`src/rtl/plru_state_array_if.sv`:
```
// rtl/plru_state_array_if.sv - lookup/touch/flush bus for the tree-PLRU state array
interface plru_state_array_if #(
    parameter int IDX_W  = 4,
    parameter int WAY_W  = 3,
    parameter int BITS_W = 7
);
    logic              rd_valid_i;
    logic [IDX_W-1:0]  rd_set_i;
    logic              touch_valid_i;
    logic [IDX_W-1:0]  touch_set_i;
    logic [WAY_W-1:0]  touch_way_i;
    logic              flush_i;
    logic              plru_valid_o;
    logic [BITS_W-1:0] plru_bits_o;

    modport master (
        output rd_valid_i, rd_set_i, touch_valid_i, touch_set_i, touch_way_i, flush_i,
        input  plru_valid_o, plru_bits_o
    );

    modport slave (
        input  rd_valid_i, rd_set_i, touch_valid_i, touch_set_i, touch_way_i, flush_i,
        output plru_valid_o, plru_bits_o
    );
endinterface

```
`src/rtl/plru_state_array.sv`:
```
// rtl/plru_state_array.sv - per-set tree-PLRU bit storage and touch update; optional PLRU_BYPASS_EN forwards same-set touches to reads
module plru_state_array #(
    parameter int WAYS   = 8,
    parameter int SETS   = 16,
    parameter int IDX_W  = $clog2(SETS),
    parameter int WAY_W  = $clog2(WAYS),
    parameter int BITS_W = WAYS - 1
) (
    input logic clk,
    input logic rst_n,
    plru_state_array_if.slave bus
);

    logic [BITS_W-1:0] mem [SETS];
    logic [BITS_W-1:0] touched_bits;
    logic [BITS_W-1:0] rd_bits;

    // Walk from the accessed leaf to the root, pointing every ancestor at the sibling subtree.
    function automatic logic [BITS_W-1:0] touch_update(
        input logic [BITS_W-1:0] old_bits,
        input logic [WAY_W-1:0]  way
    );
        logic [BITS_W-1:0] r;
        logic [WAY_W:0]    node;
        logic [WAY_W:0]    node_m1;
        logic [WAY_W-1:0]  parent;
        r    = old_bits;
        node = {1'b0, way} + (WAY_W+1)'(BITS_W);
        for (int l = 0; l < WAY_W; l++) begin
            node_m1   = node - (WAY_W+1)'(1);
            parent    = node_m1[WAY_W:1];
            r[parent] = node[0];
            node      = {1'b0, parent};
        end
        return r;
    endfunction

    // New contents for the set being touched, derived from its currently stored bits.
    always_comb begin
        touched_bits = touch_update(mem[bus.touch_set_i], bus.touch_way_i);
    end

    // Lookup data source: flush reads as zero; same-set touch is forwarded only when bypass is built in.
    always_comb begin
        rd_bits = mem[bus.rd_set_i];
`ifdef PLRU_BYPASS_EN
        if (bus.touch_valid_i && (bus.touch_set_i == bus.rd_set_i)) begin
            rd_bits = touched_bits;
        end
`endif
        if (bus.flush_i) begin
            rd_bits = '0;
        end
    end

    // State array: flush clears everything and drops any concurrent touch.
    always_ff @(posedge clk or negedge rst_n) begin
        if (!rst_n) begin
            for (int s = 0; s < SETS; s++) begin
                mem[s] <= '0;
            end
        end else if (bus.flush_i) begin
            for (int s = 0; s < SETS; s++) begin
                mem[s] <= '0;
            end
        end else if (bus.touch_valid_i) begin
            mem[bus.touch_set_i] <= touched_bits;
        end
    end

    // Registered lookup result; bits hold their last value when no lookup is issued.
    always_ff @(posedge clk or negedge rst_n) begin
        if (!rst_n) begin
            bus.plru_valid_o <= 1'b0;
            bus.plru_bits_o  <= '0;
        end else begin
            bus.plru_valid_o <= bus.rd_valid_i;
            if (bus.rd_valid_i) begin
                bus.plru_bits_o <= rd_bits;
            end
        end
    end

endmodule

```
`src/flat_wrapper.sv`:
```
// flat-port wrapper written by rule: the top's interface ports become plain ports
module plru_state_array_flat 
#(
    parameter int WAYS   = 8,
    parameter int SETS   = 16,
    parameter int IDX_W  = $clog2(SETS),
    parameter int WAY_W  = $clog2(WAYS),
    parameter int BITS_W = WAYS - 1
)
  (clk, rst_n, bus_rd_valid_i, bus_rd_set_i, bus_touch_valid_i, bus_touch_set_i, bus_touch_way_i, bus_flush_i, bus_plru_valid_o, bus_plru_bits_o);
  plru_state_array_if #(.IDX_W(IDX_W), .WAY_W(WAY_W), .BITS_W(BITS_W)) bus_i ();
  input logic clk;
  input logic rst_n;
  input wire logic [$bits(bus_i.rd_valid_i)-1:0] bus_rd_valid_i;
  input wire logic [$bits(bus_i.rd_set_i)-1:0] bus_rd_set_i;
  input wire logic [$bits(bus_i.touch_valid_i)-1:0] bus_touch_valid_i;
  input wire logic [$bits(bus_i.touch_set_i)-1:0] bus_touch_set_i;
  input wire logic [$bits(bus_i.touch_way_i)-1:0] bus_touch_way_i;
  input wire logic [$bits(bus_i.flush_i)-1:0] bus_flush_i;
  output wire logic [$bits(bus_i.plru_valid_o)-1:0] bus_plru_valid_o;
  output wire logic [$bits(bus_i.plru_bits_o)-1:0] bus_plru_bits_o;
  assign bus_i.rd_valid_i = bus_rd_valid_i;
  assign bus_i.rd_set_i = bus_rd_set_i;
  assign bus_i.touch_valid_i = bus_touch_valid_i;
  assign bus_i.touch_set_i = bus_touch_set_i;
  assign bus_i.touch_way_i = bus_touch_way_i;
  assign bus_i.flush_i = bus_flush_i;
  assign bus_plru_valid_o = bus_i.plru_valid_o;
  assign bus_plru_bits_o = bus_i.plru_bits_o;
  plru_state_array #(.WAYS(WAYS), .SETS(SETS), .IDX_W(IDX_W), .WAY_W(WAY_W), .BITS_W(BITS_W)) u_core (.clk(clk), .rst_n(rst_n), .bus(bus_i));
endmodule
```
`config.mk`:
```
export PLATFORM = sky130hd
export DESIGN_NAME = plru_state_array_flat
export DESIGN_NICKNAME = d
export VERILOG_FILES = /design/src/rtl/plru_state_array_if.sv /design/src/rtl/plru_state_array.sv /design/src/flat_wrapper.sv
export SDC_FILE = /design/constraint.sdc
export NUM_CORES = 1
export LEC_CHECK = 0
export BUFFER_PORTS_ARGS = -buffer_cell sky130_fd_sc_hd__buf_2
export CAP_MARGIN = 20
export CORE_MARGIN = 2
export CORE_UTILIZATION = 35
export DETAILED_ROUTE_END_ITERATION = 7
export GPL_TIMING_DRIVEN = 0
export SYNTH_ARGS = -nofsm -noshare
export SYNTH_HDL_FRONTEND = slang
export SYNTH_SLANG_ARGS = --single-unit
```
`constraint.sdc`:
```
create_clock -name clk -period 4.56 [get_ports clk]
set_clock_uncertainty 0.1 [all_clocks]
set_input_delay 0.228 -clock clk [delete_from_list [all_inputs] [get_ports clk]]
set_output_delay 0.228 -clock clk [all_outputs]
set_load 0.02 [all_outputs]
```
Word level (Yosys, flattened, before mapping)
Index checks and enable logic that the tools add are counted.
{"block": "word_totals", "ff_bits": 120, "output_inout_bits": 8, "wordCells": 59}
{"block": "op_classes", "n_addsub": 4, "magnitude_cmp": 9, "n_mux": 21, "bitwise": 2, "n_reduce_logical": 5}
{"operator": "2-to-1 mux 112 bit", "n": 2}
{"operator": "bitwise mux 112 bit", "n": 1}
{"operator": "binary-select mux 7 bit (select 4 bit)", "n": 2}
{"operator": "2-to-1 mux 7 bit", "n": 6}
{"operator": "demux 7 bit (select 4 bit)", "n": 1}
{"operator": "bitwise mux 7 bit", "n": 3}
{"operator": "< comparator 3 x 4 -> 1 bit, second input constant", "n": 3}
{"operator": ">= comparator 5 bit, second input constant", "n": 2}
{"operator": "NOT 4 -> 5 bit", "n": 2}
{"operator": "demux 1 bit (select 3 bit)", "n": 3}
{"operator": ">= comparator 3 x 1 -> 1 bit, second input constant", "n": 3}
{"operator": "subtractor 3 x 1 -> 4 bit, second input constant", "n": 2}
{"operator": "< comparator 5 x 1 -> 1 bit, second input constant", "n": 1}
{"operator": "adder 3 x 3 -> 4 bit, second input constant", "n": 1}
{"operator": "logical AND 1 bit", "n": 4}
{"operator": "subtractor 4 x 1 -> 4 bit, second input constant", "n": 1}
{"operator": "2-to-1 mux 1 bit", "n": 3}
{"operator": "nonzero test 2 bit", "n": 1}

Depth between registers and ports, before layout
Gate-level depths: netlist (run 1).
{"block": "depth", "ltp_word": 12, "mapped_depth": 19}

Least setup slack after synthesis (run 1)
OpenSTA, ideal clock, no wires.
{"block": "synth_path", "path_type": "input -> register", "start": "in bus_touch_way_i[0]", "end": "reg u_core.mem[11] (netlist name)", "setup_ns": 0.121, "arrival_ns": 3.863, "setup_slack_ns": 0.476, "cell_stages": 18, "path_buffers": 4, "cell_sequence": "buf_2 > inv_1 > ha_1 > buf_2 > xor2_1 > ha_1 > nand3_1 > o2bb2ai_1 > or2_1 > inv_2 > ha_1 > buf_1 > inv_1 > or3_1 > o22ai_1 > a21oi_1 > buf_2 > a22o_1"}
{"block": "synth_via", "elab_chain_cells": 12}
{"item": "start: declaration", "line_no": "flat_wrapper.sv:18", "text": "input wire logic [$bits(bus_i.touch_way_i)-1:0] bus_touch_way_i;"}
{"item": "adder 3 x 3 -> 4 bit *", "line_no": "plru_state_array.sv:28", "text": "node = {1'b0, way} + (WAY_W+1)'(BITS_W);"}
{"item": "subtractor 4 x 1 -> 4 bit", "line_no": "plru_state_array.sv:30", "text": "node_m1 = node - (WAY_W+1)'(1);"}
{"item": "subtractor 3 x 1 -> 4 bit (tied with other cells) (2 in a row)", "line_no": "plru_state_array.sv:30"}
{"item": "< comparator 3 x 4 -> 1 bit (implied by the code) (tied with other cells)", "line_no": "plru_state_array.sv:32", "text": "r[parent] = node[0];"}
{"item": "logical AND 1 bit (implied by the code) (tied with other cells)", "line_no": "plru_state_array.sv:32"}
{"item": "2-to-1 mux 1 bit (implied by the code) (tied with other cells)", "line_no": "plru_state_array.sv:32"}
{"item": "demux 1 bit (select 3 bit) or bitwise mux 7 bit (tied branches)"}
{"item": "bitwise mux 7 bit *", "line_no": "plru_state_array.sv:32"}
{"item": "bitwise mux 112 bit *", "line_no": "plru_state_array.sv:67", "text": "mem[bus.touch_set_i] <= touched_bits;"}
{"item": "2-to-1 mux 112 bit *", "line_no": "plru_state_array.sv:66", "text": "end else if (bus.touch_valid_i) begin"}
{"item": "2-to-1 mux 112 bit *", "line_no": "plru_state_array.sv:62", "text": "end else if (bus.flush_i) begin"}
{"item": "end signal: indexed assignment", "line_no": "plru_state_array.sv:67"}
{"item": "end: declaration", "line_no": "plru_state_array.sv:14", "text": "logic [BITS_W-1:0] mem [SETS];"}
Every way passes the cells marked *; elsewhere a longest branch is shown, timed or not. The select of a mux whose other input is x is not followed.
A chain may end at the register's enable or synchronous reset.

Worst setup path after layout (run 1)
{"block": "layout_path", "start": "in bus_touch_way_i[0]", "end": "reg u_core.mem[88] (netlist name)"}
Same word-level chain as after synthesis.

==> impl_metrics.prom, run 1 <==
# TYPE chip_impl_metric gauge
chip_impl_metric{name="ys_types",unit=""} 54
chip_impl_metric{name="antenna_cells_inserted",unit=""} 0
chip_impl_metric{name="num-nets-final",unit=""} 634
chip_impl_metric{name="antenna_violating_nets_post_route",unit=""} 0
chip_impl_metric{name="first_pass_grt_wire_length",unit="um"} 33000
chip_impl_metric{name="critPathArrivalTime",unit="ns"} 4.60
chip_impl_metric{name="report.final.hold_viol_count",unit=""} 0
chip_impl_metric{name="compound_gate_portion_of_the_synthesized_area",unit="%"} 19.6
chip_impl_info{name="run_status",value="completed"} 1
chip_impl_metric{name="total_leakage_power",unit="nW"} 3.29
chip_impl_metric{name="worst_ep_required_time",unit="ns"} 4.77
chip_impl_metric{name="power_per_cell_area",unit="nW/um^2"} 384
chip_impl_metric{name="cellInternalPower",unit="mW"} 2.26
chip_impl_metric{name="layout_area_overhead",unit="%"} 17.4
chip_impl_info{name="synth.largest_area_cell",value="dfrtp_1"} 1
chip_impl_metric{name="syn_area",unit="um^2"} 6910
chip_impl_metric{name="post_synthesis_share_of_cell_area_spent_on_full_adders_half_adders_and_majority_gates",unit="%"} 0.724
chip_impl_info{name="rr_endpoint",value="u_core.mem[99]"} 1
chip_impl_metric{name="start_util",unit="%"} 35.6
chip_impl_metric{name="num_vias",unit=""} 5447
chip_impl_metric{name="timing.final.crit_period",unit="ns"} 4.39
chip_impl_metric{name="nFillCells",unit=""} 1836
chip_impl_metric{name="vias_in_the_first_global_route",unit=""} 5619
chip_impl_metric{name="clkSlewWorstSetupHoldPaths",unit="ns"} 0.06
chip_impl_metric{name="ctsHtreeMaxLevel",unit=""} 4
chip_impl_metric{name="slew_worst_pin",unit="ns"} 1.00
chip_impl_metric{name="synth.area.mux_share",unit="%"} 22.9
chip_impl_metric{name="max_cap_violations",unit=""} 0
chip_impl_metric{name="setup_ws",unit="ns"} 0.172
chip_impl_metric{name="netSwitchingFraction",unit="%"} 27.4
chip_impl_metric{name="synthesis.area_per_instance",unit="um^2"} 12.0
chip_impl_metric{name="seqPwrFrac",unit="%"} 35.0
chip_impl_metric{name="area_of_the_die",unit="um^2"} 20900
chip_impl_info{name="yosys_most_used_dff",value="dfrtp_1"} 1
chip_impl_metric{name="finalMaxSlewViolations",unit=""} 0
chip_impl_metric{name="core-area",unit="um^2"} 19400
chip_impl_metric{name="dr.first_iter.drc_count",unit=""} 573
chip_impl_metric{name="synth_top_area_share",unit="%"} 43.4
chip_impl_metric{name="ys_ff_latch",unit=""} 120
chip_impl_metric{name="place_ws",unit="ns"} -0.531
chip_impl_metric{name="antenna_violations_before_repair",unit=""} 1
chip_impl_metric{name="gp_congestion",unit=""} 0.930
chip_impl_info{name="startpoint",value="bus_touch_way_i[0]"} 1
chip_impl_info{name="cp-end-kind",value="register"} 1
chip_impl_metric{name="grt_start_max_net_pins",unit=""} 85
chip_impl_info{name="synth_top_family_by_area",value="multiplexers"} 1
chip_impl_info{name="layout_commonest_cell",value="dfrtp_1"} 1
chip_impl_metric{name="drcViolationCount",unit=""} 0
chip_impl_info{name="regToRegStartpoint",value="u_core.mem[8]"} 1
chip_impl_metric{name="parity_gate_share_of_the_synthesized_area_counting_xor_and_xnor_cells",unit="%"} 0.887
chip_impl_metric{name="floorplan.io_pins",unit=""} 24
chip_impl_metric{name="final_core_utilization",unit="%"} 41.8
chip_impl_metric{name="slew-limit-headroom",unit="%"} 33.3
chip_impl_metric{name="clock.fmax",unit="GHz"} 0.228
chip_impl_info{name="tritoncts_clock_tree",value="yes"} 1
chip_impl_metric{name="clkPwrFrac",unit="%"} 48.9
chip_impl_info{name="layout.cells.most_common_list",value="dfrtp_1 (120), mux4_2 (69), a22o_1 (64), nand2_1 (57), o21ai_1 (48)"} 1
chip_impl_metric{name="synth_simple_gate_area_share",unit="%"} 8.16
chip_impl_metric{name="r2r.worst_path.cells",unit=""} 7
chip_impl_metric{name="share_comb_of_total_power",unit="%"} 16.2
chip_impl_metric{name="worstSkewPairLatency",unit="ns"} 0.43
chip_impl_metric{name="synthesis.yosys.warnings",unit=""} 0
chip_impl_metric{name="die_width",unit="um"} 145
chip_impl_info{name="crit_type",value="in2reg"} 1
chip_impl_metric{name="drt_wl_total",unit="um"} 21000
chip_impl_metric{name="finalSetupViolCount",unit=""} 0
chip_impl_metric{name="cts_inserted_buffers",unit=""} 17
chip_impl_metric{name="rrSetupSlack",unit="ns"} 1.78
chip_impl_metric{name="place_hpwl",unit="um"} 15500
chip_impl_info{name="startpoint_types",value="input pin"} 1
chip_impl_metric{name="portBuffers",unit=""} 15
chip_impl_metric{name="synthesis.nets",unit=""} 595
chip_impl_metric{name="avgViaCountPerCell",unit=""} 6.11
chip_impl_info{name="post_synth_main_area_contributors",value="dfrtp_1 (43%), mux4_2 (22%), a22o_1 (8.1%), o21ai_1 (3.5%), nand2_1 (3.1%)"} 1
chip_impl_metric{name="number_of_enable_flip_flop_cells_after_synthesis",unit=""} 0
chip_impl_metric{name="design_power_total",unit="mW"} 3.11
chip_impl_metric{name="gr-total-overflow",unit=""} 0
chip_impl_metric{name="clkSinkCount",unit=""} 120
chip_impl_metric{name="async_flop_share",unit="%"} 100
chip_impl_metric{name="vdd_drop_max",unit="mV"} 0.237
chip_impl_metric{name="drive_gt1_share",unit="%"} 24.7
chip_impl_metric{name="gr-usage-all-layers",unit="%"} 21.4
chip_impl_metric{name="drt-wirelength-per-cell",unit="um"} 23.5
chip_impl_metric{name="ctsLongestPathBuffers",unit=""} 2
chip_impl_metric{name="p_switching",unit="mW"} 0.854
chip_impl_metric{name="final_critical_path_share_of_the_clock_period",unit="%"} 96.2
chip_impl_info{name="cts-root-buf",value="clkbuf_16"} 1
chip_impl_metric{name="yosysSeqAreaShare",unit="%"} 43.4
chip_impl_info{name="hold_path.class",value="in2async"} 1
chip_impl_metric{name="die-height",unit="um"} 145
chip_impl_metric{name="worst-path-max-fanout",unit=""} 10
chip_impl_metric{name="synthCells",unit=""} 575
chip_impl_metric{name="floorplan.rows",unit=""} 51
chip_impl_info{name="crit_end",value="u_core.mem[88]"} 1
chip_impl_metric{name="setup_tns",unit="ns"} 0
chip_impl_metric{name="drt_pass1_iterations",unit=""} 5
-- cells in the mapped netlist, types with 2 or more instances --
cell and number:
clkbuf_1 13, a211oi_2 2, o2bb2ai_1 2, and3_1 2, nor3_1 8, o21ai_0 5
mux2i_1 2, xnor2_1 5, nor2_1 19, mux4_2 69, a22oi_1 17, o22ai_1 8
o21ai_1 48, inv_1 19, nand2b_1 4, buf_2 12, and2_1 3, o211ai_1 5
a21oi_1 23, buf_4 3, or3_1 5, o221a_2 2, a22o_1 64, a31oi_1 2
dfrtp_1 120, buf_6 3, nand2_1 57, nand3_1 10, buf_1 10, nor2b_1 5
ha_1 4, xor2_1 2
-- worst min path at each step --
stage	startpoint	end	depth (start not counted)
after CTS	rst_n	u_core.mem[94]	2
after global routing	rst_n	u_core.mem[94]	2
after global placement	bus_rd_valid_i	u_core.bus.plru_valid_o	1
after floorplan	rst_n	u_core.bus.plru_bits_o[0]	0
final	rst_n	u_core.mem[94]	2
after detailed placement	rst_n	u_core.mem[94]	1
-- power by group through the flow --
| stage | logic, mW | clock network [mW] | registers (mW) |
|---|---|---|---|
| after floorplan | 0.325 | 0 | 1.11 |
| after global placement | 0.468 | 0 | 1.11 |
| after detailed placement | 0.481 | 0 | 1.11 |
| after CTS | 0.486 | 1.53 | 1.09 |
| after global routing | 0.546 | 1.58 | 1.09 |
| final | 0.503 | 1.52 | 1.09 |
-- layer usage --
metal,GRT usage [%],vias to the layer above,share of wire (%)
met4,9.96,2,3.5
met2,34.0,238,48
li1,-,2326,-
met3,4.44,50,7.0
met5,0,-,0.062
met1,28.2,2831,41
-- through the flow --
| stage | hold slack, ns | area, um^2 | cells |
|---|---|---|---|
| 2_1_floorplan | -0.168 | 6910 | 575 |
| 3_3_place_gp | 0.255 | 7320 | 855 |
| 3_5_place_dp | 0.0603 | 7370 | 857 |
| 4_1_cts | 0.176 | 8050 | 891 |
| 5_1_grt | 0.210 | 8120 | 892 |
| 6_report | 0.165 | 8120 | 892 |
-- state kept, by name, summed over array words and instances, names as in the netlist --
| signal | count |
|---|---|
| u_core.mem | 112 |
| u_core.bus.plru_bits_o | 7 |
| u_core.bus.plru_valid_o | 1 |
-- repair_timing --
action | in CTS | in global routing
buffers inserted | 0 | 0
endpoints found under the hold margin | 37 | 0
hold buffers | 2 | 0
endpoints found under the setup margin | 28 | 59
gates resized for setup | 1 | 7
-- worst max-delay path, stage by stage --
cell and delay, ns:
buf_2 0.12, buf_2 0.25, inv_1 0.16, ha_1 0.22, buf_2 0.17, xor2_2 0.29
xnor2_1 0.22, ha_2 0.33, nand3_1 0.16, o2bb2ai_4 0.25, or2_1 0.21, inv_2 0.10
ha_2 0.43, inv_1 0.13, or3_1 0.39, o22ai_1 0.18, a21oi_1 0.25, buf_2 0.29
a22o_1 0.23
-- cell type report --
class / count / area (um^2) / share of cell area (%)
Timing Repair Buffer: 21 / 164 / 2.02
Buffer: 41 / 214 / 2.64
Inverter: 20 / 75.1 / 0.925
Clock buffer: 19 / 433 / 5.33
Multi-Input combinational cell: 393 / 3670 / 45.2
Clock inverter: 13 / 225 / 2.77
Tap cell: 265 / 332 / 4.08
Sequential cell: 120 / 3000 / 37.0
-- logic make-up (layout without fill, tap and decap cells) --
kind of cell,after synthesis,in the layout
flops,120,120
fa+ha+maj,4,4
mux,72,72
xor+xnor,7,7
simple gates,122,122
buf+inv,62,114
compound gates,188,188
(Power assumes the default switching activity.)
==> inputs of run 2 (changes only) <==
--- a/config.mk
+++ b/config.mk
@@ -11,6 +11,7 @@
 export CORE_UTILIZATION = 35
 export DETAILED_ROUTE_END_ITERATION = 7
 export GPL_TIMING_DRIVEN = 0
+export PLACE_DENSITY = 0.49
 export SYNTH_ARGS = -nofsm -noshare
 export SYNTH_HDL_FRONTEND = slang
 export SYNTH_SLANG_ARGS = --single-unit
==> impl_metrics.prom, run 2 (synthesis gave the netlist of run 1 again) <==
# TYPE chip_impl_metric gauge
chip_impl_metric{name="ctsHtreeMaxLevel",unit=""} 4
chip_impl_info{name="crit_type",value="in2reg"} 1
chip_impl_metric{name="critPathBufInv",unit=""} 7
chip_impl_metric{name="grtUsageMet3",unit="%"} 4.90
chip_impl_metric{name="cellInternalPower",unit="mW"} 2.12
chip_impl_info{name="cts-root-buf",value="clkbuf_16"} 1
chip_impl_info{name="hold_path.class",value="in2async"} 1
chip_impl_metric{name="num-nets-final",unit=""} 632
chip_impl_metric{name="drt_wl_total",unit="um"} 21600
chip_impl_metric{name="worstSkewPairLatency",unit="ns"} 0.42
chip_impl_info{name="top_register",value="u_core.mem"} 1
chip_impl_metric{name="gr-total-overflow",unit=""} 0
chip_impl_metric{name="p_switching",unit="mW"} 0.846
chip_impl_metric{name="portBuffers",unit=""} 15
chip_impl_metric{name="seqPwrFrac",unit="%"} 36.8
chip_impl_info{name="reg_top3",value="u_core.mem x112, u_core.bus.plru_bits_o x7, u_core.bus.plru_valid_o x1"} 1
chip_impl_metric{name="cts_inserted_buffers",unit=""} 17
chip_impl_metric{name="ctsLongestPathBuffers",unit=""} 2
chip_impl_info{name="layout.cells.most_common_list",value="dfrtp_1 (120), mux4_2 (69), a22o_1 (64), nand2_1 (57), o21ai_1 (48)"} 1
chip_impl_metric{name="timing.final.crit_period",unit="ns"} 4.26
chip_impl_metric{name="drt_pass1_iterations",unit=""} 5
chip_impl_info{name="startpoint_types",value="input pin"} 1
chip_impl_metric{name="clkSinkCount",unit=""} 120
chip_impl_metric{name="power_per_cell_area",unit="nW/um^2"} 370
chip_impl_metric{name="report.final.hold_viol_count",unit=""} 0
chip_impl_metric{name="drt-wirelength-per-cell",unit="um"} 24.2
chip_impl_metric{name="fin_cells",unit=""} 890
chip_impl_metric{name="total_leakage_power",unit="nW"} 3.24
chip_impl_metric{name="share_comb_of_total_power",unit="%"} 16.9
chip_impl_info{name="tritoncts_clock_tree",value="yes"} 1
chip_impl_metric{name="finalSetupViolCount",unit=""} 0
chip_impl_metric{name="vias_in_the_first_global_route",unit=""} 5699
chip_impl_metric{name="antenna_violations_before_repair",unit=""} 1
chip_impl_metric{name="clkPwrFrac",unit="%"} 46.3
chip_impl_info{name="run_status",value="completed"} 1
chip_impl_info{name="rsz0062_at_grt",value="yes"} 1
chip_impl_metric{name="clock.fmax",unit="GHz"} 0.235
chip_impl_metric{name="max_cap_violations",unit=""} 0
chip_impl_metric{name="floorplan.io_pins",unit=""} 24
chip_impl_metric{name="final_critical_path_share_of_the_clock_period",unit="%"} 93.5
chip_impl_metric{name="drive_gt1_share",unit="%"} 24.0
chip_impl_info{name="worst_path_dominant_cell_family",value="buffers and inverters"} 1
chip_impl_info{name="cp-end-kind",value="register"} 1
chip_impl_info{name="busiest_layer",value="met2"} 1
chip_impl_info{name="crit_slowest_cell",value="ha_1"} 1
chip_impl_metric{name="largest_register_ff_count",unit=""} 112
chip_impl_metric{name="clkSlewWorstSetupHoldPaths",unit="ns"} 0.05
chip_impl_metric{name="die-height",unit="um"} 145
chip_impl_metric{name="placedCellCount",unit=""} 857
chip_impl_metric{name="groute.layer.met2.usage",unit="%"} 35.7
chip_impl_metric{name="first_pass_grt_wire_length",unit="um"} 33600
chip_impl_metric{name="antenna_violating_nets_post_route",unit=""} 0
chip_impl_metric{name="finalMaxSlewViolations",unit=""} 0
chip_impl_metric{name="critPathMaxStageDelay",unit="ns"} 0.45
chip_impl_metric{name="start_util",unit="%"} 35.6
chip_impl_metric{name="area_of_the_die",unit="um^2"} 20900
chip_impl_metric{name="gr-usage-all-layers",unit="%"} 22.2
chip_impl_metric{name="worst-path-max-fanout",unit=""} 10
chip_impl_info{name="cell_by_cell_trace_of_the_critical_path",value="buf_2 > buf_2 > inv_1 > ha_1 > buf_2 > xor2_2 > xnor2_1 > ha_2 > nand3_1 > o2bb2ai_2 > or2_1 > inv_2 > ha_1 > inv_1 > or3_1 > o22ai_1 > a21oi_2 > buf_2 > a22o_1"} 1
chip_impl_metric{name="netSwitchingFraction",unit="%"} 28.5
chip_impl_metric{name="grt_start_max_net_pins",unit=""} 95
chip_impl_metric{name="slew-limit-headroom",unit="%"} 23.4
chip_impl_metric{name="avgViaCountPerCell",unit=""} 6.08
chip_impl_metric{name="setup_tns",unit="ns"} 0
chip_impl_metric{name="dr.first_iter.drc_count",unit=""} 452
chip_impl_metric{name="num_vias",unit=""} 5408
chip_impl_metric{name="floorplan.rows",unit=""} 51
chip_impl_metric{name="die_width",unit="um"} 145
chip_impl_metric{name="gp_congestion",unit=""} 0.871
chip_impl_metric{name="worst_ep_required_time",unit="ns"} 4.77
chip_impl_metric{name="use_met1",unit="%"} 28.7
chip_impl_metric{name="vdd_drop_max",unit="mV"} 0.254
chip_impl_info{name="layout_commonest_cell",value="dfrtp_1"} 1
chip_impl_metric{name="core-area",unit="um^2"} 19400
chip_impl_info{name="critical_path.most_common_cell",value="buf_2"} 1
chip_impl_metric{name="critPathArrivalTime",unit="ns"} 4.47
chip_impl_metric{name="drcViolationCount",unit=""} 0
chip_impl_metric{name="place_hpwl",unit="um"} 16100
chip_impl_metric{name="layout_area_overhead",unit="%"} 15.9
chip_impl_metric{name="slew_worst_pin",unit="ns"} 1.15
[run 2: final cells by class]
cell class | instances | area [um^2]
Antenna cell | 1 | 2.50
Buffer | 41 | 214
Clock buffer | 23 | 468
Clock inverter | 8 | 121
Fill cell | 1894 | 11400
Inverter | 20 | 75.1
Multi-Input combinational cell | 393 | 3650
Sequential cell | 120 | 3000
Tap cell | 265 | 332
Timing Repair Buffer | 19 | 144
[run 2: layer usage]
| metal | part of all wire (%) | wire length (um) | vias up |
|---|---|---|---|
| li1 | - | - | 2333 |
| met5 | 0 | 0 | - |
| met3 | 6.0 | 1290 | 52 |
| met1 | 42 | 9050 | 2806 |
| met4 | 3.3 | 711 | 0 |
| met2 | 49 | 10500 | 217 |
[run 2: power groups by stage]
| stage | Clock [mW] | Combinational [mW] | Sequential, mW |
|---|---|---|---|
| 3_3_place_gp | 0 | 0.478 | 1.11 |
| 3_5_place_dp | 0 | 0.489 | 1.11 |
| 4_1_cts | 1.39 | 0.497 | 1.09 |
| 5_1_grt | 1.44 | 0.542 | 1.09 |
| 6_report | 1.37 | 0.502 | 1.09 |
| 2_1_floorplan | 0 | 0.325 | 1.11 |
[run 2: path summary, 6_finish.rpt]
check / from / endpoint / slack (ns) / cells past startpoint
min in group clk: bus_touch_set_i[2] / u_core.mem[38] / 0.35 / 5
setup / recovery: bus_touch_way_i[0] / u_core.mem[11] / 0.30 / 19
max in group asynchronous: rst_n / u_core.mem[51] / 3.46 / 3
setup reg to reg: u_core.mem[1] / u_core.mem[15] / 1.77 / 7
hold / removal: rst_n / u_core.mem[101] / 0.12 / 2
hold reg to reg: u_core.mem[87] / u_core.mem[87] / 0.41 / 2
[run 2: timing repair]
action                     4_1_cts  5_1_grt
hold buffers                     2        0
hold endpoints to repair        82        0
setup endpoints to repair       30       46
resized for setup                3        3
buffers inserted                 0        0
[run 2: stage by stage]
stage / hold slack, ns / utilization (%) / setup WS (ns) / area [um^2] / total power, mW
floorplan: -0.168 / - / 0.476 / 6910 / 1.43
global placement: 0.252 / 37.7 / -0.502 / 7320 / 1.58
detailed placement: 0.0141 / 38.0 / -0.542 / 7370 / 1.60
CTS: 0.135 / 41.2 / 0.0649 / 8000 / 2.97
global route: 0.162 / 41.3 / -0.0124 / 8010 / 3.07
finish: 0.124 / 41.3 / 0.299 / 8010 / 2.96
==> inputs of run 3 (changes only) <==
--- a/config.mk
+++ b/config.mk
@@ -7,6 +7,7 @@
 export LEC_CHECK = 0
 export BUFFER_PORTS_ARGS = -buffer_cell sky130_fd_sc_hd__buf_2
 export CAP_MARGIN = 20
+export CORE_ASPECT_RATIO = 0.8
 export CORE_MARGIN = 2
 export CORE_UTILIZATION = 35
 export DETAILED_ROUTE_END_ITERATION = 7
==> impl_metrics.prom, run 3 (synthesis gave the netlist of run 1 again) <==
# TYPE chip_impl_metric gauge
chip_impl_info{name="run_status",value="completed"} 1
chip_impl_metric{name="report.final.hold_viol_count",unit=""} 0
chip_impl_metric{name="ctsLongestPathBuffers",unit=""} 2
chip_impl_info{name="top_register",value="u_core.mem"} 1
chip_impl_metric{name="multiInputGateArea",unit="um^2"} 3660
chip_impl_metric{name="num_vias",unit=""} 5529
chip_impl_metric{name="largest_register_ff_count",unit=""} 112
chip_impl_info{name="cp-end-kind",value="register"} 1
chip_impl_info{name="tritoncts_clock_tree",value="yes"} 1
chip_impl_metric{name="floorplan.rows",unit=""} 45
chip_impl_metric{name="antenna_cells_inserted",unit=""} 0
chip_impl_metric{name="critPathArrivalTime",unit="ns"} 4.58
chip_impl_info{name="rsz0062_at_grt",value="no"} 1
chip_impl_metric{name="die_width",unit="um"} 161
chip_impl_metric{name="timing.final.crit_period",unit="ns"} 4.33
chip_impl_metric{name="power_per_cell_area",unit="nW/um^2"} 361
chip_impl_info{name="crit_type",value="in2reg"} 1
chip_impl_metric{name="layout_area_overhead",unit="%"} 15.6
chip_impl_metric{name="floorplan.io_pins",unit=""} 24
chip_impl_metric{name="ff_latch_area",unit="um^2"} 3000
chip_impl_metric{name="slew-limit-headroom",unit="%"} 17.2
chip_impl_metric{name="area_of_the_die",unit="um^2"} 20900
chip_impl_info{name="layout.cells.most_common_list",value="dfrtp_1 (120), mux4_2 (69), a22o_1 (64), nand2_1 (57), o21ai_1 (48)"} 1
chip_impl_metric{name="worstSkewPairLatency",unit="ns"} 0.42
chip_impl_metric{name="place_hpwl",unit="um"} 16800
chip_impl_metric{name="placedCellCount",unit=""} 849
chip_impl_metric{name="core-area",unit="um^2"} 19100
chip_impl_metric{name="worst_ep_required_time",unit="ns"} 4.81
chip_impl_metric{name="gp_congestion",unit=""} 0.920
chip_impl_info{name="reg_top3",value="u_core.mem x112, u_core.bus.plru_bits_o x7, u_core.bus.plru_valid_o x1"} 1
chip_impl_metric{name="drt_wl_total",unit="um"} 22400
chip_impl_metric{name="max_cap_violations",unit=""} 0
chip_impl_metric{name="clkSinkCount",unit=""} 120
chip_impl_metric{name="clkSlewWorstSetupHoldPaths",unit="ns"} 0.05
chip_impl_metric{name="drive_gt1_share",unit="%"} 24.2
chip_impl_metric{name="dr.first_iter.drc_count",unit=""} 656
chip_impl_metric{name="fin_worst_hold_slack",unit="ns"} 0.233
chip_impl_metric{name="portBuffers",unit=""} 15
chip_impl_metric{name="fin_cells",unit=""} 883
chip_impl_metric{name="design_area",unit="um^2"} 7990
chip_impl_info{name="startpoint_types",value="input pin"} 1
chip_impl_metric{name="placed_area",unit="um^2"} 7340
chip_impl_metric{name="gr-usage-all-layers",unit="%"} 22.7
chip_impl_metric{name="finalSetupViolCount",unit=""} 0
chip_impl_info{name="hold_path.class",value="in2async"} 1
chip_impl_metric{name="gr-total-overflow",unit=""} 0
chip_impl_metric{name="antenna_violating_nets_post_route",unit=""} 0
chip_impl_metric{name="start_util",unit="%"} 36.1
chip_impl_metric{name="grt_start_max_net_pins",unit=""} 67
chip_impl_metric{name="drcViolationCount",unit=""} 0
chip_impl_metric{name="ctsHtreeMaxLevel",unit=""} 4
chip_impl_metric{name="slew_worst_pin",unit="ns"} 1.24
chip_impl_info{name="cts-root-buf",value="clkbuf_16"} 1
chip_impl_metric{name="drt-wirelength-per-cell",unit="um"} 25.4
chip_impl_metric{name="vias_in_the_first_global_route",unit=""} 5471
chip_impl_metric{name="final_critical_path_share_of_the_clock_period",unit="%"} 94.9
chip_impl_metric{name="cts_inserted_buffers",unit=""} 17
chip_impl_metric{name="setup_tns",unit="ns"} 0
chip_impl_metric{name="first_pass_grt_wire_length",unit="um"} 34600
chip_impl_metric{name="drt_pass1_iterations",unit=""} 5
chip_impl_metric{name="vdd_drop_max",unit="mV"} 0.169
chip_impl_metric{name="total_leakage_power",unit="nW"} 3.24
chip_impl_metric{name="num-nets-final",unit=""} 634
chip_impl_metric{name="avgViaCountPerCell",unit=""} 6.26
chip_impl_metric{name="die-height",unit="um"} 130
chip_impl_metric{name="nFillCells",unit=""} 1830
chip_impl_metric{name="worst-path-max-fanout",unit=""} 10
chip_impl_metric{name="finalMaxSlewViolations",unit=""} 0
chip_impl_metric{name="clock.fmax",unit="GHz"} 0.231
chip_impl_info{name="layout_commonest_cell",value="dfrtp_1"} 1
chip_impl_metric{name="antenna_violations_before_repair",unit=""} 0
run 3: worst paths after layout:
path	start	to	slack (ns)	cells past startpoint
max in group asynchronous	rst_n	u_core.mem[52]	3.40	3
min in group clk	bus_rd_valid_i	u_core.bus.plru_valid_o	0.37	2
worst min-delay path	rst_n	u_core.mem[108]	0.23	2
worst max-delay path	bus_touch_way_i[0]	u_core.mem[86]	0.23	18
worst max register to register	u_core.mem[8]	u_core.mem[92]	1.73	7
worst min register to register	u_core.mem[94]	u_core.mem[94]	0.40	2
run 3: layout make-up:
type	instances	area share (%)
Multi-Input combinational cell	393	45.9
Sequential cell	120	37.6
Clock buffer	27	6.30
Tap cell	258	4.04
Buffer	41	2.69
Timing Repair Buffer	21	2.08
Inverter	20	0.940
Clock inverter	3	0.501
run 3: critical path: stages:
cell and delay (ns):
buf_2 0.12, buf_2 0.24, inv_1 0.15, ha_1 0.21
buf_2 0.16, xor2_2 0.21, xnor2_1 0.26, ha_2 0.33
nand3_1 0.15, o2bb2ai_4 0.25, or2_1 0.23, inv_2 0.10
ha_2 0.18, clkbuf_1 0.21, xnor2_1 0.22, o32ai_2 0.72
buf_2 0.39, a22o_1 0.19
run 3: layer usage:
metal | global-route usage [%] | share of wire [%] | vias to the layer above | wire, um
met2 | 33.0 | 44 | 292 | 9760
met5 | 0 | 0 | - | 0
met3 | 5.34 | 8.5 | 29 | 1900
met4 | 6.67 | 1.4 | 0 | 319
met1 | 34.1 | 47 | 2871 | 10500
li1 | - | - | 2337 | -
run 3: power breakdown:
part | leakage, nW | switching, mW | internal (mW)
clock network | 0.267 | 0.469 | 0.799
registers | 1.67 | 0.0104 | 1.08
logic | 1.30 | 0.361 | 0.162
run 3: timing repair:
action                                  in CTS  in global routing
hold endpoints to repair                    55                  0
hold buffers                                 2                  0
buffers inserted                             0                  1
endpoints found under the setup margin      30                 69
pin swaps                                    0                  2
gates resized for setup                      3                  7
run 3: per-stage QoR:
step,setup WS [ns],utilization [%],total power [mW]
after detailed placement,-0.668,38.4,1.60
after global placement,-0.663,38.2,1.59
after global routing,0.00997,41.7,3.00
after CTS,0.0229,41.4,2.88
final,0.233,41.7,2.88
after floorplan,0.476,-,1.43
